==> config.mk <==
export PLATFORM = sky130hd
export DESIGN_NAME = dsp_version_query
export DESIGN_NICKNAME = d
export VERILOG_FILES = /design/src/rtl/dsp_version_query_pkg.sv /design/src/rtl/dsp_version_query_io_cycle.sv /design/src/rtl/dsp_version_query.sv
export SDC_FILE = /design/constraint.sdc
export NUM_CORES = 1
export LEC_CHECK = 0
export BUFFER_PORTS_ARGS = -buffer_cell sky130_fd_sc_hd__buf_2
export CAP_MARGIN = 30
export CORE_ASPECT_RATIO = 1.5
export CORE_UTILIZATION = 40
export CTS_BUF_LIST = sky130_fd_sc_hd__clkbuf_4
export DETAILED_ROUTE_END_ITERATION = 10
export HOLD_SLACK_MARGIN = 0.12
export PLACE_DENSITY = 0.66
export SKIP_LAST_GASP = 1
export SLEW_MARGIN = 25
export SYNTH_ARGS = -nofsm -noshare
export SYNTH_HDL_FRONTEND = slang
export SYNTH_SLANG_ARGS = --single-unit
==> constraint.sdc <==
create_clock -name sys_clock -period 6.9 [get_ports sys_clock]
set_clock_uncertainty 0.2 [all_clocks]
set_input_delay 0.69 -clock sys_clock [delete_from_list [all_inputs] [get_ports sys_clock]]
set_output_delay 0.69 -clock sys_clock [all_outputs]
set_load 0.01 [all_outputs]
==> src/rtl/dsp_version_query_pkg.sv <==
// Shared definitions for the SB DSP version query: FSM and bus-phase encodings,
// DSP port offsets, the legal base-port window and the get-version command.
package dsp_version_query_pkg;

  typedef enum logic [3:0] {
    ST_IDLE,
    ST_WPOLL,
    ST_WCMD,
    ST_RPOLL1,
    ST_RDAT1,
    ST_RPOLL2,
    ST_RDAT2,
    ST_DONE,
    ST_ERR
  } state_e;

  typedef enum logic [1:0] {
    IO_IDLE,
    IO_SETUP,
    IO_STROBE,
    IO_RECOV
  } io_phase_e;

  localparam logic [3:0]  OFF_WSTAT = 4'hC;
  localparam logic [3:0]  OFF_RSTAT = 4'hE;
  localparam logic [3:0]  OFF_RDATA = 4'hA;

  localparam logic [15:0] BASE_MIN = 16'h0200;
  localparam logic [15:0] BASE_MAX = 16'h02F0;

  localparam logic [7:0]  DSP_CMD_GET_VERSION = 8'hE1;

  // A DSP base is 16-byte aligned and sits inside the 0x200..0x2F0 window.
  function automatic logic base_is_legal(input logic [15:0] base);
    return (base[3:0] == 4'h0) && (base >= BASE_MIN) && (base <= BASE_MAX);
  endfunction

endpackage

==> src/rtl/dsp_version_query_io_cycle.sv <==
// One ISA I/O access: setup cycle, STROBE_CYCLES of IOR#/IOW# low, recovery cycle.
// A request in the recovery cycle chains straight into the next setup cycle.
module isa_io_cycle
  import dsp_version_query_pkg::*;
#(
  parameter int STROBE_CYCLES = 8
) (
  input  logic        sys_clock,
  input  logic        reset,
  input  logic        req,
  input  logic        wr,
  input  logic [15:0] addr,
  input  logic [7:0]  wdata,
  input  logic [7:0]  data_in,
  output logic [15:0] address,
  output logic [15:0] data_out,
  output logic        data_dir,
  output logic        ior_n,
  output logic        iow_n,
  output logic [7:0]  rdata,
  output logic        ack
);

  localparam int CW = (STROBE_CYCLES > 2) ? $clog2(STROBE_CYCLES) : 1;
  localparam logic [CW-1:0] LAST = CW'(STROBE_CYCLES - 1);

  io_phase_e     phase_q, phase_d;
  logic [CW-1:0] cnt_q, cnt_d;
  logic          wr_q, wr_d;
  logic [15:0]   address_q, address_d;
  logic [15:0]   data_out_q, data_out_d;
  logic          data_dir_q, data_dir_d;
  logic          ior_n_q, ior_n_d;
  logic          iow_n_q, iow_n_d;
  logic [7:0]    rdata_q, rdata_d;

  always_comb begin
    // NOTE: every _d defaults to its _q so no path through the case leaves a latch.
    phase_d    = phase_q;
    cnt_d      = cnt_q;
    wr_d       = wr_q;
    address_d  = address_q;
    data_out_d = data_out_q;
    data_dir_d = data_dir_q;
    ior_n_d    = ior_n_q;
    iow_n_d    = iow_n_q;
    rdata_d    = rdata_q;
    case (phase_q)
      IO_IDLE, IO_RECOV: begin
        if (req) begin
          phase_d    = IO_SETUP;
          address_d  = addr;
          wr_d       = wr;
          data_out_d = wr ? {8'h00, wdata} : 16'h0000;
          data_dir_d = wr;
        end else begin
          phase_d    = IO_IDLE;
          data_dir_d = 1'b0;
        end
      end
      IO_SETUP: begin
        phase_d = IO_STROBE;
        cnt_d   = '0;
        ior_n_d = wr_q;
        iow_n_d = !wr_q;
      end
      IO_STROBE: begin
        if (cnt_q == LAST) begin
          phase_d = IO_RECOV;
          ior_n_d = 1'b1;
          iow_n_d = 1'b1;
          if (!wr_q) rdata_d = data_in;
        end else begin
          cnt_d = cnt_q + CW'(1);
        end
      end
      default: phase_d = IO_IDLE;
    endcase
  end

  // NOTE: async reset forces strobes high at once, aborting any access in flight.
  always_ff @(posedge sys_clock or posedge reset) begin
    if (reset) begin
      phase_q    <= IO_IDLE;
      cnt_q      <= '0;
      wr_q       <= 1'b0;
      address_q  <= 16'h0000;
      data_out_q <= 16'h0000;
      data_dir_q <= 1'b0;
      ior_n_q    <= 1'b1;
      iow_n_q    <= 1'b1;
      rdata_q    <= 8'h00;
    end else begin
      // NOTE: non-blocking so every flop samples the pre-edge values.
      phase_q    <= phase_d;
      cnt_q      <= cnt_d;
      wr_q       <= wr_d;
      address_q  <= address_d;
      data_out_q <= data_out_d;
      data_dir_q <= data_dir_d;
      ior_n_q    <= ior_n_d;
      iow_n_q    <= iow_n_d;
      rdata_q    <= rdata_d;
    end
  end

  assign address  = address_q;
  assign data_out = data_out_q;
  assign data_dir = data_dir_q;
  assign ior_n    = ior_n_q;
  assign iow_n    = iow_n_q;
  assign rdata    = rdata_q;
  assign ack      = (phase_q == IO_RECOV);

endmodule

==> src/rtl/dsp_version_query.sv <==
// SB DSP "get version" exchange: poll, write 0xE1, read major and minor bytes,
// with a saturating poll-attempt timeout and base-port legality check.
module dsp_version_query
  import dsp_version_query_pkg::*;
#(
  parameter int         STROBE_CYCLES = 8,
  parameter int         TIMEOUT_BITS  = 16,
  parameter logic [7:0] DSP_CMD       = DSP_CMD_GET_VERSION
) (
  input  logic        sys_clock,
  input  logic        reset,
  input  logic        start,
  input  logic [15:0] base_addr,
  input  logic [15:0] data_in,
  output logic [15:0] data_out,
  output logic [15:0] address,
  output logic        data_dir,
  output logic        iow_n,
  output logic        ior_n,
  output logic        busy,
  output logic        done,
  output logic        error,
  output logic [7:0]  version_major,
  output logic [7:0]  version_minor
);

  state_e                  state_q, state_d;
  logic [15:0]             base_q, base_d;
  logic [TIMEOUT_BITS-1:0] tmo_q, tmo_d, tmo_inc;
  logic                    busy_q, busy_d;
  logic                    done_q, done_d;
  logic                    error_q, error_d;
  logic [7:0]              major_q, major_d;
  logic [7:0]              minor_q, minor_d;

  logic        io_req, io_wr, io_ack, poll_fail;
  logic [3:0]  io_off;
  logic [7:0]  io_wdata, io_rdata;
  logic [15:0] io_base, io_addr;
  logic        unused_data_hi;

  assign unused_data_hi = ^data_in[15:8];
  assign tmo_inc = (tmo_q == '1) ? tmo_q : tmo_q + TIMEOUT_BITS'(1);

  // The first access is issued in the same cycle start is accepted, before base_q loads.
  assign io_base = (state_q == ST_IDLE || state_q == ST_DONE || state_q == ST_ERR)
                   ? base_addr : base_q;
  assign io_addr = io_base + {12'h000, io_off};

  always_comb begin
    state_d   = state_q;
    base_d    = base_q;
    tmo_d     = tmo_q;
    busy_d    = busy_q;
    done_d    = done_q;
    error_d   = error_q;
    major_d   = major_q;
    minor_d   = minor_q;
    io_req    = 1'b0;
    io_wr     = 1'b0;
    io_off    = OFF_WSTAT;
    io_wdata  = 8'h00;
    poll_fail = 1'b0;
    case (state_q)
      ST_IDLE, ST_DONE, ST_ERR: begin
        if (start) begin
          base_d  = base_addr;
          done_d  = 1'b0;
          major_d = 8'h00;
          minor_d = 8'h00;
          if (base_is_legal(base_addr)) begin
            state_d = ST_WPOLL;
            busy_d  = 1'b1;
            error_d = 1'b0;
            tmo_d   = '0;
            io_req  = 1'b1;
          end else begin
            state_d = ST_ERR;
            error_d = 1'b1;
          end
        end
      end
      ST_WPOLL: begin
        if (io_ack) begin
          if (!io_rdata[7]) begin
            state_d  = ST_WCMD;
            io_req   = 1'b1;
            io_wr    = 1'b1;
            io_wdata = DSP_CMD;
          end else begin
            poll_fail = 1'b1;
          end
        end
      end
      ST_WCMD: begin
        io_off = OFF_RSTAT;
        if (io_ack) begin
          state_d = ST_RPOLL1;
          tmo_d   = '0;
          io_req  = 1'b1;
        end
      end
      ST_RPOLL1, ST_RPOLL2: begin
        io_off = OFF_RSTAT;
        if (io_ack) begin
          if (io_rdata[7]) begin
            state_d = (state_q == ST_RPOLL1) ? ST_RDAT1 : ST_RDAT2;
            io_off  = OFF_RDATA;
            io_req  = 1'b1;
          end else begin
            poll_fail = 1'b1;
          end
        end
      end
      ST_RDAT1: begin
        io_off = OFF_RSTAT;
        if (io_ack) begin
          major_d = io_rdata;
          state_d = ST_RPOLL2;
          tmo_d   = '0;
          io_req  = 1'b1;
        end
      end
      ST_RDAT2: begin
        if (io_ack) begin
          minor_d = io_rdata;
          state_d = ST_DONE;
          done_d  = 1'b1;
          busy_d  = 1'b0;
        end
      end
      default: state_d = ST_IDLE;
    endcase

    // Failed polls retry the same port until the attempt counter reaches all-ones.
    if (poll_fail) begin
      tmo_d = tmo_inc;
      if (tmo_inc == '1) begin
        state_d = ST_ERR;
        error_d = 1'b1;
        busy_d  = 1'b0;
        major_d = 8'h00;
        minor_d = 8'h00;
      end else begin
        io_req = 1'b1;
      end
    end
  end

  always_ff @(posedge sys_clock or posedge reset) begin
    if (reset) begin
      state_q <= ST_IDLE;
      base_q  <= 16'h0000;
      tmo_q   <= '0;
      busy_q  <= 1'b0;
      done_q  <= 1'b0;
      error_q <= 1'b0;
      major_q <= 8'h00;
      minor_q <= 8'h00;
    end else begin
      state_q <= state_d;
      base_q  <= base_d;
      tmo_q   <= tmo_d;
      busy_q  <= busy_d;
      done_q  <= done_d;
      error_q <= error_d;
      major_q <= major_d;
      minor_q <= minor_d;
    end
  end

  isa_io_cycle #(.STROBE_CYCLES(STROBE_CYCLES)) u_io (
    .sys_clock (sys_clock),
    .reset     (reset),
    .req       (io_req),
    .wr        (io_wr),
    .addr      (io_addr),
    .wdata     (io_wdata),
    .data_in   (data_in[7:0]),
    .address   (address),
    .data_out  (data_out),
    .data_dir  (data_dir),
    .ior_n     (ior_n),
    .iow_n     (iow_n),
    .rdata     (io_rdata),
    .ack       (io_ack)
  );

  assign busy          = busy_q;
  assign done          = done_q;
  assign error         = error_q;
  assign version_major = major_q;
  assign version_minor = minor_q;

endmodule

**Yosys cells after proc, flatten, opt, wreduce, memory -nomap -nowiden**

Index checks and enable logic that the tools add are counted.

- Register bits: 104
- Output and inout bits: 54
- Input port bits: 35

- Add/subtract/negate cells: 3
- Magnitude comparators: 2
- Eq/ne operators: 21
- Mux-type cells: 72
- Reduce and logical (&&, ||, !) cells: 22
- Bitwise operators: 1

Operators by type and width:

| cell | count |
|---|---|
| $mux W16 | 6 |
| $mux W8 | 12 |
| $mux W4 | 11 |
| $eq A16 B16 Y1 const B | 2 |
| $pmux W16 S2 | 1 |
| $pmux W8 S2 | 2 |
| $mux W1 | 25 |
| $pmux W4 S6 | 1 |
| $add A16 B1 Y16 const B | 1 |
| $add A16 B4 Y16 | 1 |
| $eq A4 B3 Y1 const B | 4 |
| $ge A16 B10 Y1 const B | 1 |
| $le A16 B10 Y1 const B | 1 |
| $pmux W3 S2 | 2 |
| $pmux W1 S2 | 5 |
| $mux W3 | 3 |
| $eq A4 B2 Y1 const B | 2 |
| $logic_not A4 Y1 | 2 |
| $reduce_and A2 Y1 | 4 |
| $ne A2 B2 Y1 const B | 3 |
| $ne A3 B3 Y1 const B | 2 |
| $pmux W2 S3 | 1 |
| $reduce_and A3 Y1 | 2 |
| $reduce_or A2 Y1 | 3 |
| other kinds (19) | 24 |

**Longest topological paths before layout**

- Depth in word-level cells: 10
- Mapped depth: 14
- Gate-level depth less buffers: 11

**Hierarchy**

A second synthesis with hierarchy kept.

- Cells, all modules: 528
- Area, all modules: 5302.6 sq um

Modules (own cells, without submodules):

| module | cells an instance | area an instance (sq um) | instances |
|---|---|---|---|
| dsp_version_query | 385 | 3492.1 | 1 |
| isa_io_cycle | 143 | 1810.5 | 1 |

**Least setup slack after synthesis**

Ideal clock, no wire load.

- Kind: flip-flop to flip-flop
- From: register state_q[2]
- To: register u_io.address_q[14] (netlist: u_io.address[14])
- Library setup time: 125 ps
- Cell stages (with the launch flop): 14
- Arrival time: 3288 ps
- Path buffers: 3
- Slack: 3287 ps
- Cells stage by stage: dfrtp_1 -> buf_2 -> or3_1 -> clkbuf_1 -> nand2_1 -> clkbuf_1 -> mux2_2 -> ha_1 -> a21oi_1 -> a32oi_2 -> a21bo_2 -> nor3_2 -> xnor2_1 -> mux2_2

- Word-level cells in the longest chain between the ends: 6
- Elaborated cells on any way between the ends: 21

RTL lines:

| element | RTL line | text |
|---|---|---|
| start: declaration | dsp_version_query.sv:27 | `state_e state_q, state_d;` |
| start signal: assignment | dsp_version_query.sv:161 | `state_q <= state_d;` |
| branches (longest 6 deep; another with $add A16 B4 Y16) | n/a |  |
| end signal: assignment | dsp_version_query_io_cycle.sv:98 | `address_q <= address_d;` |
| end: declaration | dsp_version_query_io_cycle.sv:30 | `logic [15:0] address_q, address_d;` |

Parallel ways; which one is timed is not known.
A chain may end at the register's enable or synchronous reset.

**Final worst setup path**

- From: register state_q[1]
- To: register u_io.address_q[14] (netlist: u_io.address[14])

Same word-level chain as after synthesis.

==> metrics <==
via count 4016; chip height 139 um; # Max-Cap Violations 0; pins over their slew limit 0; final setup vio count 0; final wirelength 11600 um; Yosys reg bits 88; status completed; most used cell, CP mux2_2; Netlist cell types 68; global route overflow 0; Max VDD drop 0.000134 V; worst slew pin tran 0.934 ns; core outline area 12100 um2; Root Driver clkbuf_4; Worst-Skew Late Latency 0.46 ns; area grow syn2layout 9.98%; Clk pwr share 0.257; die area 13000 um2; Syn. warnings 0; Sw Ratio 0.328; Top-Level Pins 89; number of global-route vias before repair 3919; Layout Nets 594; first-pass GRT wire length 19200 um; Finished Layout Cells 709; WS Path Type flop to flop; Num CTS Buffers 9; most frequent cells in the layout dfrtp_1 (86), buf_2 (68), nor2_1 (45), mux2_2 (39), nand2_1 (37); Comb power frac 0.200; NetSw 0.000373 W; hpwl dp 8290 um; leakage 2.59 nW; Max Root-Sink Buffers 2; leading cell type in the layout, fill and taps excluded dfrtp_1; crit path DAT 4.11 ns; cell breakdown of the critical path or3_1, nand2_1, buf_4, mux2_2, ha_1, a21oi_1, a32oi_2, a21bo_2, nor3_2, xnor2_1, mux2_2; number of fill cells in the layout 1176; Initial Util 0.414; share of flip-flops with an asynchronous set or reset 1.00; syn avg cell area 10.0 um2; largest net degree at the start of global routing 79; # DRC 0; 1st-pass router iterations 5; sequential area share after synthesis 0.439; CTS tree done; Final Cycle Share 0.574; worst hold path class primary input to flop; Slew HR 0.373; CP Max Fanout 21; # hold bufs at CTS 1; port buffer count 68; vias per cell 5.66; clk sink count 88; Max Fclk 0.252 GHz; Sum Neg Setup Slack 0 ns; Worst setup SP type flop; row count 49; Flop pwr share 0.543; EDFF count, synth 0; pwr/cell area 206 nW/um2; synthesized area 5030 um2; CTS clock-pin slew for the worst setup and hold paths 0.16 ns; slowest stage cell, crit path dfrtp_1; RSZ-0062 raised after global routing false; antenna violations before repair 1; gate count of the mapped netlist 502; share of layout cells above drive strength 1 0.254; largest stage delay on the critical path 0.63 ns; overall global routing resource usage 0.186; H-tree depth 3; cells resized by post-CTS repair 0; Detailed Route Iter0 Violations 244; DP Worst Slack 2.95 ns; Pint 0.000765 W; Worst Path Required 7.04 ns; CP endpoint kind flop; WL/cell 16.4 um; Final ANT Viol Nets 0; Synth Flop Type dfrtp_1; dpl cells 691; setup ws final 2.94 ns; Final min period 3.96 ns; Final Hold Viols 0; Setup Buffers After CTS 0; RePlAce Congestion 0.879; Die X 93.5 um
==> per-stage QoR <==
step | util | hold slack [ns] | power, W | area (um2)
after global routing | 0.455 | 0.223 | 0.00121 | 5530
after detailed placement | 0.442 | 0.269 | 0.000859 | 5370
after CTS | 0.455 | 0.228 | 0.00115 | 5520
after global placement | 0.442 | 0.260 | 0.000842 | 5370
final | 0.455 | 0.245 | 0.00114 | 5530
after floorplan | - | 0.275 | 0.000801 | 5070
==> flip-flops by register name (all words and copies together) (netlist names) <==
register / cells
u_io.rdata: 8
u_io.data_out: 1
version_major: 8
version_minor: 8
base_q: 16
u_io.data_dir: 1
busy: 1
u_io.cnt_q: 3
u_io.address: 16
tmo_q: 16
done: 1
u_io.ior_n: 1
u_io.phase_q: 2
state_q: 4
u_io.iow_n: 1
error: 1
==> final cells by class <==
cell class / instances / area [um2] / share of cell area
diodes: 1 / 2.50 / 0.000453
clock buffers: 9 / 67.6 / 0.0122
clock inverters: 7 / 73.8 / 0.0134
inverters: 14 / 53.8 / 0.00973
multi-input cells: 365 / 2560 / 0.463
flip-flops and latches: 88 / 2200 / 0.399
well taps: 153 / 191 / 0.0346
repair buffers: 72 / 377 / 0.0681
==> per-layer routing <==
layer  GRT usage  wire, um  up-vias
met5           0         0        -
met4      0.0648       205        0
met3      0.0295       564       21
met2       0.336      6220      133
met1       0.220      4640     1970
li1            -         -     1892
==> power groups by stage <==
| stage | registers [W] | clock network (W) | logic (W) |
|---|---|---|---|
| after floorplan | 0.000610 | 0 | 0.000191 |
| after global placement | 0.000624 | 0 | 0.000218 |
| after detailed placement | 0.000629 | 0 | 0.000230 |
| after CTS | 0.000619 | 0.000303 | 0.000231 |
| after global routing | 0.000626 | 0.000323 | 0.000257 |
| final | 0.000618 | 0.000292 | 0.000228 |
==> worst paths after layout <==
kind | endpoint | startpoint | cells past startpoint | slack, ns
setup / recovery | u_io.address[14] | state_q[1] | 11 | 2.94
hold / removal | u_io.rdata[3] | data_in[3] | 2 | 0.25
setup reg to reg | u_io.address[14] | state_q[1] | 11 | 2.94
hold reg to reg | done | done | 1 | 0.30
max in group asynchronous | u_io.address[4] | reset | 4 | 5.10
min in group asynchronous | u_io.address[11] | reset | 3 | 0.45
==> cells in the mapped netlist, types with 3 or more instances <==
| cell type | number | share of area |
|---|---|---|
| xor2_1 | 10 | 0.017 |
| xnor2_1 | 13 | 0.023 |
| dfrtp_1 | 86 | 0.43 |
| o21ai_0 | 26 | 0.026 |
| nor2b_1 | 5 | 0.0062 |
| o22a_1 | 3 | 0.0052 |
| nand2_1 | 37 | 0.028 |
| nor2_1 | 45 | 0.034 |
| o2111ai_1 | 3 | 0.0052 |
| nand3_1 | 7 | 0.0070 |
| mux2_1 | 6 | 0.013 |
| o211ai_1 | 3 | 0.0045 |
| mux2_2 | 39 | 0.087 |
| a21oi_1 | 17 | 0.017 |
| ha_1 | 8 | 0.020 |
| mux2i_1 | 15 | 0.030 |
| nor3_1 | 12 | 0.012 |
| a22oi_1 | 18 | 0.027 |
| nor4_1 | 7 | 0.0087 |
| a31oi_1 | 5 | 0.0062 |
| nand2b_1 | 6 | 0.0075 |
| nand3b_1 | 3 | 0.0045 |
| inv_1 | 14 | 0.010 |
| buf_2 | 12 | 0.012 |
| a32oi_1 | 3 | 0.0052 |
| clkbuf_1 | 14 | 0.010 |
| nand4_1 | 10 | 0.012 |
| and2_1 | 4 | 0.0050 |
| a22o_1 | 4 | 0.0070 |
| buf_4 | 16 | 0.024 |
| and3_1 | 3 | 0.0037 |
==> worst max-delay path, delay by kind of cell (launching register included) <==
kind	cells	cell delay, ns
mux	2	0.67
buf+inv	1	0.32
flops	1	0.63
xor+xnor	1	0.08
fa+ha+maj	1	0.28
compound gates	3	0.81
simple gates	3	0.85
==> cell families (layout without fill, tap and decap cells) <==
family	count (synthesis)	count (layout)	synth area share
AO/OA/AOI/OAI	103	103	0.143
XOR/XNOR	23	23	0.0401
adder cells (fa/ha/maj)	9	9	0.0239
buffers and inverters	60	102	0.0617
flip-flops	88	88	0.439
multiplexers	60	60	0.131
other	1	13	0.000746
AND/OR/NAND/NOR	158	158	0.162
Note: power is estimated with default switching activity, not from simulation.
